File: src/rtl/snake_pkg.sv
`default_nettype none
// ============================================================================
// Module   : snake_pkg
// Brief    : Shared state/direction encodings, scan codes and helpers for
//            the snake game core.
// Revision : 1.0 - initial release
// ============================================================================
package snake_pkg;

    typedef enum logic [2:0] {
        S_IDLE  = 3'd0,
        S_PLAY  = 3'd1,
        S_WIN   = 3'd2,
        S_LOSE  = 3'd3,
        S_PAUSE = 3'd4
    } state_t;

    typedef enum logic [1:0] {
        DIR_UP    = 2'd0,
        DIR_DOWN  = 2'd1,
        DIR_LEFT  = 2'd2,
        DIR_RIGHT = 2'd3
    } dir_t;

    localparam logic [7:0] c_key_up      = 8'h43;
    localparam logic [7:0] c_key_down    = 8'h42;
    localparam logic [7:0] c_key_left    = 8'h3B;
    localparam logic [7:0] c_key_right   = 8'h4B;
    localparam logic [7:0] c_key_restart = 8'h4D;
    localparam logic [7:0] c_key_pause   = 8'h29;

    function automatic dir_t opposite(input dir_t d);
        case (d)
            DIR_UP:   return DIR_DOWN;
            DIR_DOWN: return DIR_UP;
            DIR_LEFT: return DIR_RIGHT;
            default:  return DIR_LEFT;
        endcase
    endfunction

    function automatic logic is_dir_code(input logic [7:0] code);
        return (code == c_key_up) || (code == c_key_down) ||
               (code == c_key_left) || (code == c_key_right);
    endfunction

    function automatic dir_t decode_dir(input logic [7:0] code);
        case (code)
            c_key_up:   return DIR_UP;
            c_key_down: return DIR_DOWN;
            c_key_left: return DIR_LEFT;
            default:    return DIR_RIGHT;
        endcase
    endfunction

endpackage
`default_nettype wire

File: src/rtl/snake_dir_filter.sv
`default_nettype none
// ============================================================================
// Module   : snake_dir_filter
// Brief    : Decodes direction scan codes into the pending-direction register,
//            dropping 180-degree reversals outside IDLE.
// Revision : 1.0 - initial release
// ============================================================================
module snake_dir_filter
    import snake_pkg::*;
(
    input  logic       clk,
    input  logic       reset,
    input  logic [7:0] key_code,
    input  logic       key_valid,
    input  logic [1:0] dir_cur,
    input  logic [2:0] state,
    output logic [1:0] dir_pend
);

    dir_t r_dir_pend;
    dir_t w_dir;
    logic w_valid;
    logic w_accept;

    assign w_dir   = decode_dir(key_code);
    assign w_valid = key_valid && is_dir_code(key_code);

    // dir_cur is the value the current direction will hold after this edge,
    // so a key arriving with a tick is judged against the new heading.
    always_comb begin
        w_accept = 1'b0;
        case (state_t'(state))
            S_IDLE:  w_accept = w_valid;
            S_PLAY:  w_accept = w_valid && (w_dir != opposite(dir_t'(dir_cur)));
            default: w_accept = 1'b0;
        endcase
    end

    always_ff @(posedge clk) begin
        if (reset) begin
            r_dir_pend <= DIR_LEFT;
        end else if (w_accept) begin
            r_dir_pend <= w_dir;
        end
    end

    assign dir_pend = r_dir_pend;

endmodule
`default_nettype wire

File: src/rtl/snake_game_core.sv
`default_nettype none
// ============================================================================
// Module   : snake_game_core
// Brief    : Game FSM, tick-gated head stepping, border/food checks, score and
//            win/lose flags. Define SNAKE_PAUSE_EN to enable the PAUSE state.
// Revision : 1.0 - initial release
// ============================================================================
module snake_game_core
    import snake_pkg::*;
#(
    parameter int COORD_W   = 11,
    parameter int SCORE_W   = 4,
    parameter int STEP      = 10,
    parameter int X_MIN     = 220,
    parameter int X_MAX     = 700,
    parameter int Y_MIN     = 210,
    parameter int Y_MAX     = 460,
    parameter int START_X   = 470,
    parameter int START_Y   = 300,
    parameter int WIN_SCORE = 9
) (
    input  logic               clk,
    input  logic               reset,
    input  logic [7:0]         key_code,
    input  logic               key_valid,
    input  logic               tick,
    input  logic [COORD_W-1:0] food_x,
    input  logic [COORD_W-1:0] food_y,
    output logic [COORD_W-1:0] head_x,
    output logic [COORD_W-1:0] head_y,
    output logic [SCORE_W-1:0] score,
    output logic               food_eaten,
    output logic               lfsr_reset,
    output logic               you_win,
    output logic               you_lose,
    output logic [2:0]         state_o
);

    localparam logic [COORD_W:0]   c_step      = (COORD_W+1)'(STEP);
    localparam logic [COORD_W:0]   c_x_min     = (COORD_W+1)'(X_MIN);
    localparam logic [COORD_W:0]   c_x_max     = (COORD_W+1)'(X_MAX);
    localparam logic [COORD_W:0]   c_y_min     = (COORD_W+1)'(Y_MIN);
    localparam logic [COORD_W:0]   c_y_max     = (COORD_W+1)'(Y_MAX);
    localparam logic [COORD_W-1:0] c_start_x   = COORD_W'(START_X);
    localparam logic [COORD_W-1:0] c_start_y   = COORD_W'(START_Y);
    localparam logic [SCORE_W-1:0] c_win_score = SCORE_W'(WIN_SCORE);

    state_t             r_state, w_state_next;
    dir_t               r_dir_cur, w_dir_cur_next;
    logic [1:0]         w_dir_pend;
    logic [COORD_W-1:0] r_head_x, r_head_y, w_head_x_next, w_head_y_next;
    logic [COORD_W:0]   w_nx, w_ny;
    logic [SCORE_W-1:0] r_score, w_score_next, w_score_inc;
    logic               r_eat_lock, w_eat_lock_next, w_eat;
    logic               r_food_eaten, r_lfsr_reset, r_you_win, r_you_lose;
    logic               w_out, w_restart, w_key_dir;
`ifdef SNAKE_PAUSE_EN
    logic               w_pause;
    assign w_pause = key_valid && (key_code == c_key_pause);
`endif

    snake_dir_filter u_dir_filter (
        .clk       (clk),
        .reset     (reset),
        .key_code  (key_code),
        .key_valid (key_valid),
        .dir_cur   (w_dir_cur_next),
        .state     (r_state),
        .dir_pend  (w_dir_pend)
    );

    assign w_restart   = key_valid && (key_code == c_key_restart);
    assign w_key_dir   = key_valid && is_dir_code(key_code);
    assign w_score_inc = r_score + SCORE_W'(1);

    // One extra bit so a step below zero wraps high and fails the border test.
    always_comb begin
        w_nx = {1'b0, r_head_x};
        w_ny = {1'b0, r_head_y};
        case (dir_t'(w_dir_pend))
            DIR_UP:    w_ny = {1'b0, r_head_y} - c_step;
            DIR_DOWN:  w_ny = {1'b0, r_head_y} + c_step;
            DIR_LEFT:  w_nx = {1'b0, r_head_x} - c_step;
            default:   w_nx = {1'b0, r_head_x} + c_step;
        endcase
        w_out = (w_nx < c_x_min) || (w_nx > c_x_max) ||
                (w_ny < c_y_min) || (w_ny > c_y_max);
    end

    always_comb begin
        w_state_next    = r_state;
        w_head_x_next   = r_head_x;
        w_head_y_next   = r_head_y;
        w_score_next    = r_score;
        w_dir_cur_next  = r_dir_cur;
        w_eat_lock_next = r_eat_lock;
        w_eat           = 1'b0;
        case (r_state)
            S_IDLE: begin
                w_head_x_next   = c_start_x;
                w_head_y_next   = c_start_y;
                w_score_next    = '0;
                w_dir_cur_next  = DIR_LEFT;
                w_eat_lock_next = 1'b0;
                if (w_key_dir) w_state_next = S_PLAY;
            end
            S_PLAY: begin
                if (w_restart) begin
                    w_state_next = S_IDLE;
`ifdef SNAKE_PAUSE_EN
                end else if (w_pause) begin
                    w_state_next = S_PAUSE;
`endif
                end else begin
                    if ((r_head_x == food_x) && (r_head_y == food_y) && !r_eat_lock) begin
                        w_eat           = 1'b1;
                        w_score_next    = w_score_inc;
                        w_eat_lock_next = 1'b1;
                        if (w_score_inc == c_win_score) w_state_next = S_WIN;
                    end
                    // Reaching WIN freezes the head even if a tick coincides.
                    if (tick && (w_state_next == S_PLAY)) begin
                        if (w_out) begin
                            w_state_next = S_LOSE;
                        end else begin
                            w_head_x_next   = w_nx[COORD_W-1:0];
                            w_head_y_next   = w_ny[COORD_W-1:0];
                            w_dir_cur_next  = dir_t'(w_dir_pend);
                            w_eat_lock_next = 1'b0;
                        end
                    end
                end
            end
`ifdef SNAKE_PAUSE_EN
            S_PAUSE: begin
                if (w_restart)    w_state_next = S_IDLE;
                else if (w_pause) w_state_next = S_PLAY;
            end
`endif
            S_WIN, S_LOSE: begin
                if (w_restart) w_state_next = S_IDLE;
            end
            default: w_state_next = S_IDLE;
        endcase
        if ((w_state_next == S_IDLE) && (r_state != S_IDLE)) begin
            w_head_x_next = c_start_x;
            w_head_y_next = c_start_y;
            w_score_next  = '0;
        end
    end

    always_ff @(posedge clk) begin
        if (reset) begin
            r_state      <= S_IDLE;
            r_head_x     <= c_start_x;
            r_head_y     <= c_start_y;
            r_score      <= '0;
            r_dir_cur    <= DIR_LEFT;
            r_eat_lock   <= 1'b0;
            r_food_eaten <= 1'b0;
            r_lfsr_reset <= 1'b1;
            r_you_win    <= 1'b0;
            r_you_lose   <= 1'b0;
        end else begin
            r_state      <= w_state_next;
            r_head_x     <= w_head_x_next;
            r_head_y     <= w_head_y_next;
            r_score      <= w_score_next;
            r_dir_cur    <= w_dir_cur_next;
            r_eat_lock   <= w_eat_lock_next;
            r_food_eaten <= w_eat;
            r_lfsr_reset <= (w_state_next == S_IDLE);
            r_you_win    <= (w_state_next == S_WIN);
            r_you_lose   <= (w_state_next == S_LOSE);
        end
    end

    assign head_x     = r_head_x;
    assign head_y     = r_head_y;
    assign score      = r_score;
    assign food_eaten = r_food_eaten;
    assign lfsr_reset = r_lfsr_reset;
    assign you_win    = r_you_win;
    assign you_lose   = r_you_lose;
    assign state_o    = r_state;

endmodule
`default_nettype wire

File: config.mk
export PLATFORM = sky130hd
export DESIGN_NAME = snake_game_core
export DESIGN_NICKNAME = d
export VERILOG_FILES = /design/src/rtl/snake_pkg.sv /design/src/rtl/snake_dir_filter.sv /design/src/rtl/snake_game_core.sv
export SDC_FILE = /design/constraint.sdc
export NUM_CORES = 1
export LEC_CHECK = 0
export ABC_AREA = 1
export BUFFER_PORTS_ARGS = -buffer_cell sky130_fd_sc_hd__buf_2
export CAP_MARGIN = 15
export CORE_ASPECT_RATIO = 1.2
export CORE_MARGIN = 2
export CORE_UTILIZATION = 45
export DETAILED_ROUTE_END_ITERATION = 10
export GPL_ROUTABILITY_DRIVEN = 0
export PLACE_DENSITY = 0.66
export SLEW_MARGIN = 20
export SYNTH_ARGS = -nofsm -noshare
export SYNTH_HDL_FRONTEND = slang
export SYNTH_HIERARCHICAL = 1
export SYNTH_SLANG_ARGS = --single-unit
File: constraint.sdc
create_clock -name clk -period 7.34 [get_ports clk]
set_input_delay 1.468 -clock clk [delete_from_list [all_inputs] [get_ports clk]]
set_output_delay 1.468 -clock clk [all_outputs]
set_load 0.02 [all_outputs]
Word-level counts from Yosys, hierarchy flattened --
Cells that the tools add are included.
Word-level totals: flip-flop bits (word level) 38, bits in latches 0, memory bits (writable) 0, ROM bits 0, bits of input ports 34, output and inout bits 33, memories kept 0
Cells by class: add/subtract/negate cells 5, multiply operators 0, div/mod/pow operators 0, order comparisons 4, equal/unequal tests 23, shift-type cells 0, multiplexer cells 37, bitwise logic cells 1, reduce and logical (&&, ||, !) cells 27
Operators with widths (count):
- two-way mux 11 bit | 6
- one-hot mux 12 bit (2 select lines) | 2
- one-hot mux 11 bit (2 select lines) | 2
- == test 8 x 7 -> 1 bit, second input constant | 4
- two-way mux 3 bit | 9
- adder 11 x 4 -> 12 bit, second input constant | 2
- < comparator 12 x 8 -> 1 bit, second input constant | 2
- subtractor 11 x 4 -> 12 bit, second input constant | 2
- == test 11 bit | 2
- == test 3 x 2 -> 1 bit, second input constant | 4
- greater-than comparator 12 x 10 -> 1 bit, second input constant | 1
- greater-than comparator 12 x 9 -> 1 bit, second input constant | 1
- one-hot mux 2 bit (3 select lines) | 2
- one-hot mux 3 bit (3 select lines) | 1
- == test 8 x 6 -> 1 bit, second input constant | 1
- two-way mux 2 bit | 4
- two-way mux 4 bit | 2
- != test 2 bit, second input constant | 4
- one-hot mux 4 bit (2 select lines) | 1
- logical AND 1 bit | 7
- == test 3 x 1 -> 1 bit, second input constant | 2
- logical NOT 3 bit | 2
- logical OR 1 bit | 6
- OR reduction 2 bit | 3
- 17 further kinds | 25

Longest topological paths before layout --
word-level depth 17, gate-level depth with buffers 34

Cells and area by module --
The synthesis kept the hierarchy.
Modules (own cells, without submodules):
- snake_game_core | times used 1, cells an instance 550, area an instance 3200.6 sq um, seq. area each 680.7 sq um
- snake_dir_filter | times used 1, cells an instance 51, area an instance 276.5 sq um, seq. area each 40.0 sq um

Least setup slack after synthesis --
No wires, ideal clock.
path type reg2reg, start reg u_dir_filter.r_dir_pend[1], in the netlist u_dir_filter/dir_pend[1], end reg u_dir_filter.r_dir_pend[0], in the netlist u_dir_filter/dir_pend[0], library setup time 0.113 ns, arrival 3.482 ns, data required time 7.227 ns, setup slack 3.745 ns, cell stages (with the launch flop) 31, path buffers 3, clock period less this slack 3.595 ns, cell sequence dfxtp_1 buf_4 buf_2 buf_2 nor2_1 inv_1 ha_1 a21oi_1 nor2_1 nor2_1 nand2_1 nand2_1 nand3_1 o21ai_0 nand2_1 inv_1 nand2_1 nor2_1 nand2_1 nor2_2 nand3_1 nor2_1 nand2_1 o211ai_1 nand2_1 nand3_1 nand2_1 nor2_2 nand3_2 a21oi_2 nor2_1
On the way: cells in the longest elaborated chain, start to end 17, elaborated cells on any way between the ends 25
RTL lines:
- start: declaration | RTL line snake_dir_filter.sv:20 | dir_t r_dir_pend;
- start signal: assignment | RTL line snake_dir_filter.sv:43 | r_dir_pend <= w_dir;
- == test 2 x 1 -> 1 bit or logical NOT 2 bit (tied branches) | RTL line snake_game_core.sv:80 | case (dir_t'(w_dir_pend))
- OR reduction 2 bit (no line)
- one-hot mux 12 bit (2 select lines) | RTL line snake_game_core.sv:80
- < comparator 12 x 8 -> 1 bit or greater-than comparator 12 x 10 -> 1 bit (tied branches) | RTL line snake_game_core.sv:86 | w_out = (w_nx < c_x_min) || (w_nx > c_x_max) ||
- logical OR 1 bit (2 in series) | RTL line snake_game_core.sv:86
- logical OR 1 bit | RTL line snake_game_core.sv:87 | (w_ny < c_y_min) || (w_ny > c_y_max);
- two-way mux 2 bit * | RTL line snake_game_core.sv:123 | if (w_out) begin
- two-way mux 2 bit * | RTL line snake_game_core.sv:122 | if (tick && (w_state_next == S_PLAY)) begin
- two-way mux 2 bit * | RTL line snake_game_core.sv:108 | if (w_restart) begin
- one-hot mux 2 bit (2 select lines) * | RTL line snake_game_core.sv:98 | case (r_state)
- net w_dir_cur_next[1] | RTL line snake_game_core.sv:49 | dir_t r_dir_cur, w_dir_cur_next;
- == test 2 bit (tied with other cells) | RTL line snake_pkg.sv:33 | case (d)
- one-hot mux 2 bit (3 select lines) * | RTL line snake_pkg.sv:33
- two-way mux 2 bit * | RTL line snake_dir_filter.sv:32 | case (state_t'(state))
- != test 2 bit * | RTL line snake_dir_filter.sv:34 | S_PLAY: w_accept = w_valid && (w_dir != opposite(dir_t'(dir_cur)));
- logical AND 1 bit * | RTL line snake_dir_filter.sv:34
- one-hot mux 1 bit (2 select lines) * | RTL line snake_dir_filter.sv:32
Mark *: on every way through the listed nets, which the timed path passes. The rest lies on a longest branch. The select of a mux whose other input is x is not followed. A chain may end at the register's enable or synchronous reset.

Worst setup path after layout --
start reg u_dir_filter.r_dir_pend[0], in the netlist u_dir_filter/dir_pend[0], end reg u_dir_filter.r_dir_pend[1], in the netlist u_dir_filter/dir_pend[1]
On the way: cells in the longest elaborated chain, start to end 17, elaborated cells on any way between the ends 25
RTL lines (RTL line):
- == test 2 x 1 -> 1 bit or logical NOT 2 bit (tied branches) | snake_game_core.sv:80
- OR reduction 2 bit (no line)
- one-hot mux 12 bit (2 select lines) | snake_game_core.sv:80
- < comparator 12 x 8 -> 1 bit or greater-than comparator 12 x 10 -> 1 bit (tied branches) | snake_game_core.sv:86
- logical OR 1 bit (2 in series) | snake_game_core.sv:86
- logical OR 1 bit * | snake_game_core.sv:87
- two-way mux 2 bit * | snake_game_core.sv:123
- two-way mux 2 bit * | snake_game_core.sv:122
- two-way mux 2 bit * | snake_game_core.sv:108
- one-hot mux 2 bit (2 select lines) * | snake_game_core.sv:98
- net w_dir_cur_next[1] | snake_game_core.sv:49
- == test 2 bit (tied with other cells) | snake_pkg.sv:33
- one-hot mux 2 bit (3 select lines) * | snake_pkg.sv:33
- two-way mux 2 bit * | snake_dir_filter.sv:32
- != test 2 bit * | snake_dir_filter.sv:34
- logical AND 1 bit * | snake_dir_filter.sv:34
- one-hot mux 1 bit (2 select lines) * | snake_dir_filter.sv:32
Marks and branches as above.

==> results.txt <==
The flow ran to the end, and the final reports show no timing, DRC or antenna violations. The area share of the largest cell type after synthesis works out to 20.7%. The number of clock buffers added by TritonCTS is 5. The most used flip-flop cell after synthesis is dfxtp_1. Global router's overall resource usage: 23.4%. The final net count was 709.

IR analysis of the VDD net gives a maximum drop of 0.0000967 V. The cell type with the largest total area after synthesis was dfxtp_1. The average instance in the mapped netlist occupies 5.79 um^2.

Counting stages on the worst path, the most repeated cell is nand2_1. For the pin with the worst max-slew slack, the measured transition is 0.748 ns. Global routing used 2.38% of the available met3 tracks. The tools report the number of setup buffers added after CTS as 0. The peak clock frequency supported by timing was 0.248 GHz; the clock latency reported for the late side of the worst-skew pair was 0.29 ns. The number of enable flip-flop cells after synthesis is 0, and the final worst clock skew is 0.0105 ns.

The via count of the routed design was 3930; the average detailed-routed wire length per instance was 12.6 um. The setup path with the least slack is of type flip-flop to flip-flop. The run gives 0 as the number of diodes.

Post-placement worst setup slack: 3.16 ns. The logs give 0.00845 mm^2 for the full die area and 0 for the initial antenna violation count. For the total negative slack, the log shows 0 ns. In the synthesized netlist, the number of instances is 601. Category of the worst setup path capture point: a flip-flop. The logs give 2 for the number of buffers on the longest clock path and 49.7% for the remaining max-slew budget at the tightest pin. The die is 100 um tall. The critical path starts at u_dir_filter/dir_pend[0]. Summed over all nets, the half-perimeter wirelength after detailed placement is 7.54 mm.

The run gives 20.7% as the post-synthesis sequential area ratio. On the critical path the largest part of the delay comes from simple AND/OR/NAND/NOR gates. In this run the tool buffered the top-level ports with 64 buffer cells.

Hold repair after CTS inserted 0 buffers. In this run the remaining antenna-violating nets after routing total 0. The analysis attributes to cell leakage a power of 1.98 nW. The core region is 0.00758 mm^2.

On the critical path, the stage with the largest delay is an instance of dfxtp_1. Counting cells, the worst reg-to-reg path comes to 28. Once the clock tree was built, the resizer swapped 0 gates to a different size. The worst register-to-register path ends at u_dir_filter/dir_pend[1].

The tree is rooted in a clkbuf_8. The cell depth of the worst min-delay path was 2; the number of remaining DRC errors was 0. After global routing, the most crowded layer is met2. The number of global-route vias before repair was 3690. In this run the register-to-register setup slack is 3.30 ns. The smallest clock period supported by the final layout is computed as 4.04 ns. The vias per cell works out to 5.21. For the level count of the clock H-tree, the log shows 2. The critical path data arrival time was 4.22 ns; the number of max-cap violations was 0. The run gives 9.50 mm as the total wire length after detailed routing. The met2 routing resource usage after global routing was 42.1%; the number of iterations in the first detailed-routing pass was 4. For met1 alone, demand over resource in global routing was 30.0%. The worst path uses 55.0% of the clock period.

The min-delay analysis places its worst path in the category flip-flop to flip-flop. The clock net in this run drives a total of 36 sinks. For the worst setup path, the data required time is 7.52 ns.

Worst min-delay path startpoint: r_dir_cur[0]. The count of synthesis-stage warnings from yosys was 6; the growth of design area from synthesis to finish was 13.0%. The run gives 3.30 ns as the worst-case setup margin in the final layout. The number of top-level pins came out at 67. The first global-routing pass estimated 16.5 mm of wire. In this run, distinct cell masters in the synthesized netlist total 42. TritonCTS built the clock tree. Of all nets on the critical path, the largest fanout is 10. Clock-pin slew was measured on the worst setup and hold paths at 0.07 ns. The initial utilization of the core area, before any placement, comes to 45.9%. Power spread over the standard cell area amounts to 102 mW/mm^2. In this design, the stage delay of the slowest critical-path cell is 0.48 ns.

The final-report hold violation count was 0. The total overflow left after global routing is 0. The startpoint identified for the worst register-to-register timing path is u_dir_filter/dir_pend[0].

The synthesized design contains 36 register bits. The max-slew violation total from the final report was 0; the fraction of final layout cells sized beyond drive strength 1 was 15.7%. The logs give 35 for the number of core rows and 51.8% for the final design utilization. Counting both buffers and inverters, the worst setup path holds a total of 3. The synthesized netlist occupies a cell area of 0.00348 mm^2.

Setup repair after global routing left no endpoint under its margin. Startpoint kind of the worst setup timing path: a flip-flop. The number of design-rule violations left by the first detailed-router iteration came out at 201.

Width of the die: 84.2 um. After synthesis, the cell types taking the most area are dfxtp_1, nand2_1, nand3_1. Entering global routing, the biggest net connects 28 pins.

Hold-critical path endpoint: r_dir_cur[0]. Setup violations remaining at the end of the flow were counted as 0. Share of async-settable or async-resettable flops after synthesis: 0%.
cell families after synthesis:
kind of cell / Yosys count / synth area share, %
adders and majority gates: 14 / 5.25
buffers and inverters: 107 / 12.8
AOI/OAI and AO/OA: 65 / 10.8
DFF: 36 / 20.7
and+or+nand+nor: 359 / 45.3
xor gates and xnor gates: 19 / 5.00
other: 1 / 0.108
state kept, by name (all words and copies together), names as in the netlist, 2 cells and up:
signal,count
r_dir_cur,2
u_dir_filter/dir_pend,2
score,4
head_y,10
head_x,10
state_o,3
layer usage:
| layer | up-vias | wire [um] |
|---|---|---|
| met5 | - | 0 |
| met4 | 0 | 119 |
| met3 | 9 | 365 |
| met2 | 86 | 4660 |
| met1 | 1810 | 4360 |
| li1 | 2025 | - |
placed cells by master, fill, tap and decap left out, types with 2 or more instances in the layout:
cell,netlist,routed
or2_2,6,6
dfxtp_1,36,36
buf_2,6,64
nand3_2,3,3
o211ai_1,3,3
conb_1,1,3
o22ai_1,2,2
nor4_1,4,4
clkbuf_8,0,6
inv_2,3,3
a31oi_1,2,2
nand4_1,6,6
nand3_1,67,67
nand2_1,175,175
a21oi_2,2,2
xnor2_1,6,6
o21ai_0,29,29
nand3b_1,4,4
a41oi_1,4,4
xor2_1,12,12
nor2_1,67,67
nor2_2,5,5
a21oi_1,15,15
inv_1,89,89
ha_1,13,13
nor3_1,9,9
nand2_2,9,9
o21ai_1,3,3
stage by stage:
step	cell area (um^2)	cells	power (W)	hold WS (ns)
2_1_floorplan	3480	603	0.000240	0.435
3_3_place_gp	3830	746	0.000257	0.479
3_5_place_dp	3830	746	0.000258	0.488
4_1_cts	3930	754	0.000405	0.499
5_1_grt	3930	754	0.000421	0.544
6_report	3930	754	0.000402	0.499
power breakdown:
| part | leakage, nW | switching [W] | internal [W] |
|---|---|---|---|
| Clock | 0.0445 | 0.0000713 | 0.0000762 |
| Combinational | 1.64 | 0.0000343 | 0.0000204 |
| Sequential | 0.292 | 0.00000249 | 0.000197 |
cells in the mapped netlist (2+ instances only):
master and instances:
inv_2 3, dfxtp_1 36, nor3_1 9, nand2_2 9, nand4_1 6, a21oi_2 2, buf_4 3, xnor2_1 6
nor2_2 5, o21ai_1 3, nand3b_1 4, xor2_1 12, or2_2 6, buf_6 3, a41oi_1 4, a31oi_1 2
nand2_1 175, a21oi_1 15, nand3_1 67, o211ai_1 3, clkbuf_1 2, o21ai_0 29, ha_1 13, nor4_1 4
o22ai_1 2, inv_1 89, nand3_2 3, buf_2 6, nor2_1 67
worst max path at each step:
stage	slack, ns	to	cells after the start
2_1_floorplan	3.74	u_dir_filter/dir_pend[0]	30
3_3_place_gp	3.19	u_dir_filter/dir_pend[1]	18
3_5_place_dp	3.16	u_dir_filter/dir_pend[0]	18
4_1_cts	3.31	u_dir_filter/dir_pend[1]	28
5_1_grt	2.76	head_x[10]	25
6_report	3.30	u_dir_filter/dir_pend[1]	28
worst min-delay path, stage by stage, from the launching register on:
cell and delay [ns]:
dfxtp_1 0.31, nand2_1 0.08, a21oi_1 0.06
area by class of cell:
cell class              count  area, um^2
fillers                   814        3650
multi-input cells         460        2320
flip-flops and latches     36         721
inverters                  93         352
repair buffers             65         328
well taps                  92         115
clock buffers               7        86.3
clock inverters             1        7.51
Power figures use the tool's default switching activity.
